--- src/rtl/avmm_mem_responder.sv ---
// Avalon-MM 64-bit memory slave with programmable waitrequest stalls, fixed pipelined
// read latency, bounded outstanding reads and byte-masked writes.
module avmm_mem_responder #(
    parameter int unsigned ADDR_W          = 32,
    parameter int unsigned DATA_W          = 64,
    parameter int unsigned DEPTH           = 16,
    parameter int unsigned WAIT_CYCLES     = 2,
    parameter int unsigned RD_LATENCY      = 3,
    parameter int unsigned MAX_OUTSTANDING = 4
) (
    input  logic                  clk,
    input  logic                  rst,
    input  logic [ADDR_W-1:0]     address,
    input  logic                  read,
    input  logic                  write,
    input  logic [DATA_W-1:0]     writedata,
    input  logic [DATA_W/8-1:0]   byteenable,
    output logic [DATA_W-1:0]     readdata,
    output logic                  readdatavalid,
    output logic                  waitrequest,
    output logic                  err
);

    localparam int unsigned BE_W  = DATA_W / 8;
    localparam int unsigned IDX_W = (DEPTH > 1) ? $clog2(DEPTH) : 1;
    localparam int unsigned SC_W  = (WAIT_CYCLES > 0) ? $clog2(WAIT_CYCLES + 1) : 1;
    localparam int unsigned OC_W  = $clog2(MAX_OUTSTANDING + 1);
    localparam logic [DATA_W-1:0] OOR_DATA = {(DATA_W / 32){32'hDEADBEEF}};

    logic [DATA_W-1:0]     r_mem [DEPTH];
    logic [SC_W-1:0]       r_stall;
    logic [OC_W-1:0]       r_outst;
    logic [RD_LATENCY-1:0] r_vpipe;
    logic [DATA_W-1:0]     r_dpipe [RD_LATENCY];
    logic                  r_err;

    logic                  w_cmd;
    logic                  w_stall_done;
    logic                  w_full;
    logic                  w_wait;
    logic                  w_accept;
    logic                  w_acc_rd;
    logic                  w_acc_wr;
    logic                  w_oor;
    logic [IDX_W-1:0]      w_idx;
    logic [DATA_W-1:0]     w_rd_data;
    logic [SC_W-1:0]       w_stall_d;
    logic [OC_W-1:0]       w_outst_d;

    assign w_cmd        = read | write;
    assign w_stall_done = (r_stall == SC_W'(WAIT_CYCLES));
    assign w_full       = (r_outst == OC_W'(MAX_OUTSTANDING));
    assign w_wait       = w_cmd & (~w_stall_done | (read & w_full));
    assign waitrequest  = rst | w_wait;

    assign w_accept  = w_cmd & ~w_wait;
    assign w_acc_rd  = w_accept & read;
    assign w_oor     = (address >= ADDR_W'(DEPTH));
    // A simultaneous read+write is served as a read; the write half is dropped.
    assign w_acc_wr  = w_accept & write & ~read & ~w_oor;
    assign w_idx     = address[IDX_W-1:0];
    assign w_rd_data = w_oor ? OOR_DATA : r_mem[w_idx];

    assign readdata      = r_dpipe[RD_LATENCY-1];
    assign readdatavalid = r_vpipe[RD_LATENCY-1];
    assign err           = r_err;

    always_comb begin
        w_stall_d = r_stall;
        if (w_accept || !w_cmd) begin
            w_stall_d = '0;
        end else if (!w_stall_done) begin
            w_stall_d = r_stall + SC_W'(1);
        end
    end

    always_comb begin
        w_outst_d = r_outst;
        if (w_acc_rd && !readdatavalid) begin
            w_outst_d = r_outst + OC_W'(1);
        end else if (!w_acc_rd && readdatavalid) begin
            w_outst_d = r_outst - OC_W'(1);
        end
    end

    always_ff @(posedge clk or posedge rst) begin
        if (rst) begin
            r_stall <= '0;
            r_outst <= '0;
            r_err   <= 1'b0;
            r_vpipe <= '0;
            for (int k = 0; k < RD_LATENCY; k++) begin
                r_dpipe[k] <= '0;
            end
        end else begin
            r_stall <= w_stall_d;
            r_outst <= w_outst_d;
            r_err   <= w_accept & (w_oor | (read & write));
            // Data registers only load with a valid beat so readdata holds between responses.
            r_vpipe[0] <= w_acc_rd;
            if (w_acc_rd) begin
                r_dpipe[0] <= w_rd_data;
            end
            for (int k = 1; k < RD_LATENCY; k++) begin
                r_vpipe[k] <= r_vpipe[k-1];
                if (r_vpipe[k-1]) begin
                    r_dpipe[k] <= r_dpipe[k-1];
                end
            end
        end
    end

    always_ff @(posedge clk or posedge rst) begin
        if (rst) begin
            for (int i = 0; i < DEPTH; i++) begin
                for (int j = 0; j < BE_W; j++) begin
                    r_mem[i][j*8 +: 8] <= 8'(i * 16 + j);
                end
            end
        end else if (w_acc_wr) begin
            for (int j = 0; j < BE_W; j++) begin
                if (byteenable[j]) begin
                    r_mem[w_idx][j*8 +: 8] <= writedata[j*8 +: 8];
                end
            end
        end
    end

endmodule

--- config.mk ---
export PLATFORM = sky130hd
export DESIGN_NAME = avmm_mem_responder
export DESIGN_NICKNAME = d
export VERILOG_FILES = /design/src/rtl/avmm_mem_responder.sv
export SDC_FILE = /design/constraint.sdc
export NUM_CORES = 2
export LEC_CHECK = 0
export CAP_MARGIN = 20
export CORE_MARGIN = 2
export CORE_UTILIZATION = 40
export CTS_CLUSTER_DIAMETER = 200
export DETAILED_ROUTE_END_ITERATION = 8
export GPL_ROUTABILITY_DRIVEN = 0
export SYNTH_ARGS = -nofsm -noshare
export SYNTH_HDL_FRONTEND = slang
export SYNTH_SLANG_ARGS = --single-unit
--- constraint.sdc ---
create_clock -name clk -period 96.7 [get_ports clk]
set_input_delay 9.67 -clock clk [delete_from_list [all_inputs] [get_ports clk]]
set_output_delay 9.67 -clock clk [all_outputs]
set_load 0.005 [all_outputs]
Word-level counts from Yosys, hierarchy flattened
Cells that the tools add are included.

word-level totals
  register bits = 1225
  input bits = 108
  output and inout bits = 67
  logic and storage cells = 105

operators by class
  add/subtract/negate cells = 3
  magnitude comparators = 3
  equal/unequal tests = 3
  muxes and demuxes = 47
  bitwise gates (word level) = 18
  reduce and logical (&&, ||, !) cells = 8

operators by type and width
  kind                                                                     count
  1024-bit two-way mux                                                     15
  1024-bit bitwise mux                                                     8
  64-bit demux with 4-bit select                                           8
  64-bit binary-select mux with 4-bit select                               1
  64-bit two-way mux                                                       4
  56-bit two-way mux                                                       1
  48-bit two-way mux                                                       1
  40-bit two-way mux                                                       1
  32-bit by 5-bit >= comparator with 1-bit output (second input constant)  1
  32-bit two-way mux                                                       1
  24-bit two-way mux                                                       1
  16-bit two-way mux                                                       1
  1-bit AND                                                                9
  8-bit two-way mux                                                        1
  3-bit two-way mux                                                        2
  5-bit >= comparator (second input constant)                              1
  5-bit by 1-bit < comparator with 1-bit output (second input constant)    1
  4-bit inverter with 5-bit output                                         1
  2-bit two-way mux                                                        2
  1-bit inverter                                                           4
  1-bit bitwise OR                                                         4
  3-bit by 1-bit adder with 3-bit output (second input constant)           1
  3-bit == test (second input constant)                                    1
  1-bit logical AND                                                        3
  7 further kinds                                                          9

Logic depth before layout (Yosys ltp)
  word-level depth = 30
  gate-level depth with buffers = 12
  mapped depth without buffers = 11

Worst setup path before layout
No wires, ideal clock.

  path kind = in2out
  start point = input port rst
  end point = output port waitrequest
  data arrival time = 37.398 ns
  data required time = 87.030 ns
  setup slack = 49.632 ns
  stages = 2
  path buffers = 0
  cells stage by stage = inv_1 o21ai_0

on the way
  cells in the longest elaborated chain, start to end = 1

RTL lines
  item                line  text
  start: declaration  12    input logic rst,
  1-bit bitwise OR    54    assign waitrequest = rst | w_wait;
  end: declaration    20    output logic waitrequest,

No other way between the ends.

Worst setup path after layout
  start point = input port read
  end point = output port waitrequest

on the way
  cells in the longest elaborated chain, start to end = 4
  elaborated cells on any way between the ends = 5
  those cells by class = 5 x bitwise

RTL lines
  item                  line  text
  start: declaration    14    input logic read,
  1-bit AND             53    assign w_wait = w_cmd & (~w_stall_done | (read & w_full));
  1-bit bitwise OR      53
  1-bit AND (*)         53
  1-bit bitwise OR (*)  54

Mark *: on every way between the ends. The rest lies on a longest branch, timed or not.

==> results.toml <==
[synth]
yosys-top-cells-area = "sky130_fd_sc_hd__dfrtp_1 35%, sky130_fd_sc_hd__mux2_2 23%, sky130_fd_sc_hd__dfstp_2 21%, sky130_fd_sc_hd__mux4_2 10%, sky130_fd_sc_hd__nand4_2 2.6%"
cell_count_after_synthesis = 3389
postSynth.asyncResetShare_pct = 100
total_of_warnings_raised_by_yosys = 0
synth_top_area_cell = "sky130_fd_sc_hd__dfrtp_1"
synth.net_count = 3500
synthesis.area_per_instance_um2 = 16.3
yosysUniqueCellTypes = 42
synth_edf_count = 0
yosys_most_used_dff = "sky130_fd_sc_hd__dfrtp_1"
mappedNetlistArea_um2 = 55400
synth_sequential_area_ratio_pct = 56.3
ys_ff_latch = 1225
yosys.area.top_type_share_pct = 35.1

[routing]
routed_wire_length_per_instance_um = 26.0
vias = 30414
detailedRoute.firstIterationViolations = 1810
drt.antenna.violating_nets = 0
drt-total-wl_um = 140000
detail_route.drc_violations = 0
drt-vias-per-instance = 5.65
first_pass_iters = 5

[die]
ios = 175
initial_utilization_pct = 40.3
row_count = 136
die-width_um = 376
core_area_um2 = 137000
die_height_um = 376
die-area_um2 = 141000

[pwr]
cellLeakagePower_nw = 28.2
swShare_pct = 23.6
total_power_density_per_cell_area_nw_per_um2 = 18.3
combPwrFrac_pct = 7.4
fraction_of_power_consumed_by_sequential_logic_pct = 46.6
pwr-share-clk_pct = 46.0
power.internal_uw = 884
switching_power_uw = 273
max-vdd-ir-drop_mv = 0.0173

[final_layout]
proportion_of_layout_cells_with_a_drive_suffix_above_1_pct = 64.1
final.fill_count = 12041
layout.cells.most_common_list = "1143 x sky130_fd_sc_hd__mux2_2, 775 x sky130_fd_sc_hd__dfrtp_1, 448 x sky130_fd_sc_hd__dfstp_2"
mostFrequentLayoutCell = "sky130_fd_sc_hd__mux2_2"
layoutNonFillerInstCount = 5381
final_design_area_no_fill_um2 = 63100
final_core_util_pct = 45.9
areaGrowthSynthToFinish_pct = 13.8
layout.nets = 3573

[critical_path]
critPathTopFamily = "buffers and inverters"
cpMaxStageDelayCell = "sky130_fd_sc_hd__clkdlybuf4s50_1"
start_kind = "input pin"
worst_ep_arrival_time_ps = 11980
cp-end-kind = "output port"
path_buf_inv = 3
critical-path-max-stage-delay_ps = 630
critPathRequiredTime_ps = 87030
worstPathCellList = "clkdlybuf4s50_1, buf_4, nand2_1, o31a_1, o21ai_0, clkdlybuf4s50_1"
timing_worst_setup_path_type = "input pin to output port"
cpMostUsedCell = "sky130_fd_sc_hd__clkdlybuf4s50_1"
crit_fanout = 12

[placement]
port_buffers = 174
half_perimeter_wire_length_after_detailed_placement_um = 83700
post-place-cells = 5117
placed_area_um2 = 58400
detailedPlace.worstSlack_ps = 75060

[cts]
clock_tree_root_buffer_cell = "sky130_fd_sc_hd__clkbuf_16"
htreeDepth = 4
clkLatencyLatePin_ps = 760
cts.clk_slew.worst_paths_ps = 60
cts-buffers-inserted = 137
post_cts_hold_buffer_count = 0
tritoncts_clock_tree = "built"
post_cts.repair.setup_buffers = 0
cts_sinks = 1225
clock_tree.buffer_depth = 3
cts_resized = 0

[sta]
achievable-frequency_mhz = 46.2
sum_neg_setup_slack_ps = 0
report.final.setup_viol = 0
timing_hold_violations_final = 0
timing.max_slew.rel_slack_pct = 20.2
grt_setup_unrepaired = "no"
min_period_over_period_pct = 22.4
worst_pin_slew_ps = 1190
finClkSkew_ps = 22.7
setup_slack_ps = 75050
slew_violations = 0
layout_min_cycle_time_ps = 21650

[grt]
number_of_global_route_vias_before_repair = 32107
gr-usage-all-layers_pct = 20.0
grt_start_max_net_pins = 163
antenna_found_initial = 10
grt_first_pass_wirelength_um = 212000
grt_overflow_total = 0

[status]
status = "finished, final reports clean"

[worst_hold_path]
worstHoldPathType = "flip-flop to flip-flop"

[run]
cap_viol_max_count = 0
-- cells in the mapped netlist (2+ instances only) --
library cell,count
sky130_fd_sc_hd__nor2_2,9
sky130_fd_sc_hd__mux2_2,1143
sky130_fd_sc_hd__a22oi_1,128
sky130_fd_sc_hd__nand4_2,113
sky130_fd_sc_hd__nor3b_1,7
sky130_fd_sc_hd__inv_1,7
sky130_fd_sc_hd__mux2_1,10
sky130_fd_sc_hd__nand4_4,8
sky130_fd_sc_hd__a22o_1,16
sky130_fd_sc_hd__clkbuf_1,110
sky130_fd_sc_hd__and3_1,2
sky130_fd_sc_hd__nor3_4,5
sky130_fd_sc_hd__nand2_1,21
sky130_fd_sc_hd__dfstp_2,448
sky130_fd_sc_hd__nand2b_1,4
sky130_fd_sc_hd__nor4_1,7
sky130_fd_sc_hd__buf_2,77
sky130_fd_sc_hd__mux4_2,256
sky130_fd_sc_hd__dfrtp_1,777
sky130_fd_sc_hd__buf_1,7
sky130_fd_sc_hd__nor2_1,51
sky130_fd_sc_hd__ha_1,2
sky130_fd_sc_hd__a31oi_1,49
sky130_fd_sc_hd__nor2b_1,3
sky130_fd_sc_hd__and4_1,8
sky130_fd_sc_hd__buf_4,103
sky130_fd_sc_hd__xor2_1,3
-- metrics by stage --
stage          power [mW]  hold slack, ps
2_1_floorplan       0.600             352
3_3_place_gp        0.635             471
3_5_place_dp        0.635             464
4_1_cts              1.17             476
5_1_grt              1.20             486
6_report             1.16             477
-- cell families (layout without fill, tap and decap cells) --
kind of cell    Yosys count  after routing  share of synthesized area [%]
mux                    1409           1409                           33.8
flops                  1225           1225                           56.3
fa+ha+maj                 3              3                         0.0813
buf+inv                 306            494                           2.96
xor+xnor                  4              4                         0.0632
compound gates          198            198                           2.60
simple gates            244            244                           4.11
other cells               0             10                              0
-- routing by layer --
| metal | vias up | GRT usage, % | routed length (um) |
|---|---|---|---|
| met2 | 620 | 30.9 | 64800 |
| met4 | 8 | 5.71 | 3090 |
| met5 | - | 1.75 | 45 |
| met3 | 198 | 4.42 | 7270 |
| met1 | 16568 | 28.1 | 64600 |
| li1 | 13020 | - | - |
-- sequential cells by signal, indices dropped and copies added (netlist names) --
signal	count
r_mem	1024
readdata	64
r_outst	3
r_vpipe	3
r_stall	2
err	1
r_dpipe	128
-- worst paths after layout --
path                             from      endpoint  slack, ps  cells after the start
min in group asynchronous         rst     r_mem[66]       9360                      2
max reg2reg                r_stall[0]  r_dpipe[130]      93090                      8
min                        r_outst[2]    r_outst[2]        480                      1
min reg2reg                r_outst[2]    r_outst[2]        480                      1
max                              read   waitrequest      75050                      6
max in group asynchronous         rst    r_mem[931]      83120                      7
-- power by group through the flow --
stage	Clock, mW	Combinational (mW)	Sequential, mW
global route	0.568	0.0925	0.542
finish	0.532	0.0852	0.540
CTS	0.548	0.0871	0.540
detailed placement	0	0.0869	0.549
global placement	0	0.0860	0.549
floorplan	0	0.0570	0.543
-- layout make-up --
cell class / count / area, um2 / area share (%)
sequential: 1225 / 31200 / 49.5
multi-input combinational: 1858 / 22600 / 35.9
clock buffer: 212 / 4220 / 6.69
tap: 1794 / 2240 / 3.56
timing repair buffer: 233 / 2240 / 3.55
clock inverter: 42 / 440 / 0.698
inverter: 7 / 33.8 / 0.0536
antenna: 10 / 25.0 / 0.0397
No activity file was read; power rests on OpenSTA's default activity.
==> RTL change (config.mk and constraints unchanged) <==
`ADDR_W`: 32 -> 36.
--- a/src/rtl/avmm_mem_responder.sv
+++ b/src/rtl/avmm_mem_responder.sv
@@ -1,7 +1,7 @@
 // Avalon-MM 64-bit memory slave with programmable waitrequest stalls, fixed pipelined
 // read latency, bounded outstanding reads and byte-masked writes.
 module avmm_mem_responder #(
-    parameter int unsigned ADDR_W          = 32,
+    parameter int unsigned ADDR_W          = 36,
     parameter int unsigned DATA_W          = 64,
     parameter int unsigned DEPTH           = 16,
     parameter int unsigned WAIT_CYCLES     = 2,
Interface: changed (resized address); port bits go from 175 to 179. The function was not compared with the original's and may differ.
==> RTL change against the original RTL <==
Cell count increased by 3.5%; power grew 0.71%; routed wire length is 2.4% lower; setup slack better by 0.49 ns; critical path depth down 1; clock skew rose by 0.0098 ns; core utilization decreased by 0.45 points; synthesized area is 0.66% higher; sequential cell count is the same; final area grew 0.12%.
==> RTL change: results (changes against the original RTL) <==
- Status: finished, final reports clean (unchanged)
- Worst-path maximum fanout: 6 (was 12)
- Synth top area cells: dfrtp_1 (35%), mux2_2 (23%), dfstp_2 (21%) (unchanged)
- Switching share of total power: 0.241 (was 0.236)
- Detailed Route Iter0 Violations: 1,955 (was 1,810)
- Async SR Flop Fraction: 1.00 (unchanged)
- Slew headroom: 0.192 (was 0.202)
- PortBufs: 178 (was 174)
- Via density: 5.55 (was 5.65)
- Reg with most FFs: r_mem (unchanged)
- Clk slew on worst S/H paths: 0.06 ns (about the same)
- Number of global-route vias before repair: 32,744 (was 32,107)
- First-pass GRT wire length: 210 mm (was 212 mm)
- Post-Syn Instances: 3,631 (was 3,389)
- Mapped Nets: 3,746 (was 3,500)
- CTS buffer count: 140 (was 137)
- Setup Skew: 0.0325 ns (was 0.0227 ns)
- Wire length per cell: 24.5 um (was 26.0 um)
- Prevailing post-synth register cell: dfrtp_1 (unchanged)
- CTS root buffer: clkbuf_16 (unchanged)
- Synth cell types: 42 (unchanged)
- Clock buffer depth: 3 (unchanged)
- CTS H-tree lvls: 4 (unchanged)
- Routed wire length: 136 mm (was 140 mm)
- Initial antenna violation count: 11 (was 10)
- Worst hold-check path type: flop to flop (unchanged)
- Final nets: 3,687 (was 3,573)
- Largest net degree at the start of global routing: 185 (was 163)
- Share of cells above drive strength 1: 0.581 (was 0.641)
- Max reg flops: 1,024 (unchanged)
- Leak Pwr: 27.2 nW (was 28.2 nW)
- Post-CTS setup buffer count: 0 (unchanged)
- Final setup viols: 0 (unchanged)
- Area post-placement: 58,500 sq um (was 58,400 sq um)
- Synth warn: 0 (unchanged)
- Dpl hpwl: 81.5 mm (was 83.7 mm)
- Peak VDD IR: 0.0000128 V (was 0.0000173 V)
- Pre-Repair DR Iteration Count: 5 (unchanged)
- Seq/Total Area, Yosys: 0.560 (was 0.563)
- Clock latency on the worst-skew pair: 0.80 ns (was 0.76 ns)
- Total Routing Usage GR: 0.195 (was 0.200)
- Placed Cells: 5,306 (was 5,117)
- Commonest cells post-synth: mux2_2 (1,144), dfrtp_1 (777), dfstp_2 (448) (was mux2_2 (1,143), dfrtp_1 (777), dfstp_2 (448))
- Crit path DAT: 11.49 ns (was 11.98 ns)
- Post-place setup slack: 75.52 ns (was 75.06 ns)
- CTS resizes: 0 (unchanged)
## RTL change: power by group through the flow
stage | clock (mW) | sequential (mW) | combinational, mW
finish | 0.529 | 0.546 | 0.0897
global route | 0.564 | 0.549 | 0.0984
CTS | 0.543 | 0.547 | 0.0922
detailed placement | 0 | 0.556 | 0.0918
global placement | 0 | 0.555 | 0.0911
floorplan | 0 | 0.548 | 0.0621
## RTL change: layout make-up
type / instances / area (sq um)
Antenna cell: 4 / 10.0
Clock buffer: 223 / 4150
Clock inverter: 38 / 474
Fill cell: 12268 / 75900
Inverter: 5 / 26.3
Multi-Input combinational cell: 1974 / 22700
Sequential cell: 1225 / 31200
Tap cell: 1876 / 2350
Timing Repair Buffer: 226 / 2230
## RTL change: path summary, 6_finish.rpt
kind	end	slack, ns	from	cells after the start
max	waitrequest	75.54	read	5
min	r_outst[2]$_DFFE_PP0P_	0.47	r_outst[2]$_DFFE_PP0P_	1
max reg2reg	r_mem[116]$_DFFE_PP0P_	93.27	r_stall[0]$_DFFE_PP0P_	7
min reg2reg	r_outst[2]$_DFFE_PP0P_	0.47	r_outst[2]$_DFFE_PP0P_	1
max in group asynchronous	r_mem[1005]$_DFFE_PP0P_	84.05	rst	5
min in group asynchronous	r_mem[193]$_DFFE_PP0P_	9.39	rst	2
## RTL change: worst max-delay path, stage by stage
cell	delay (ns)
clkdlybuf4s50_1	0.63
nand2_1	0.18
o31a_1	0.29
o21ai_0	0.20
clkdlybuf4s50_1	0.53
## RTL change: logic make-up (layout without fill, tap and decap cells)
kind of cell,count (synthesis),count (layout),synth area share
compound gates,200,200,0.0262
other cells,0,4,0
buf+inv,432,492,0.0367
simple gates,358,358,0.0397
flops,1225,1225,0.560
mux,1409,1409,0.336
fa+ha+maj,3,3,0.000808
xor+xnor,4,4,0.000628
## RTL change: layer usage
layer | vias up | wire length [um] | share of wire | global-route usage
met5 | - | 47 | 0.00034 | 0
met3 | 203 | 7040 | 0.052 | 0.0395
li1 | 13396 | - | - | -
met4 | 8 | 3480 | 0.026 | 0.0612
met1 | 16680 | 62100 | 0.46 | 0.274
met2 | 623 | 63800 | 0.47 | 0.304
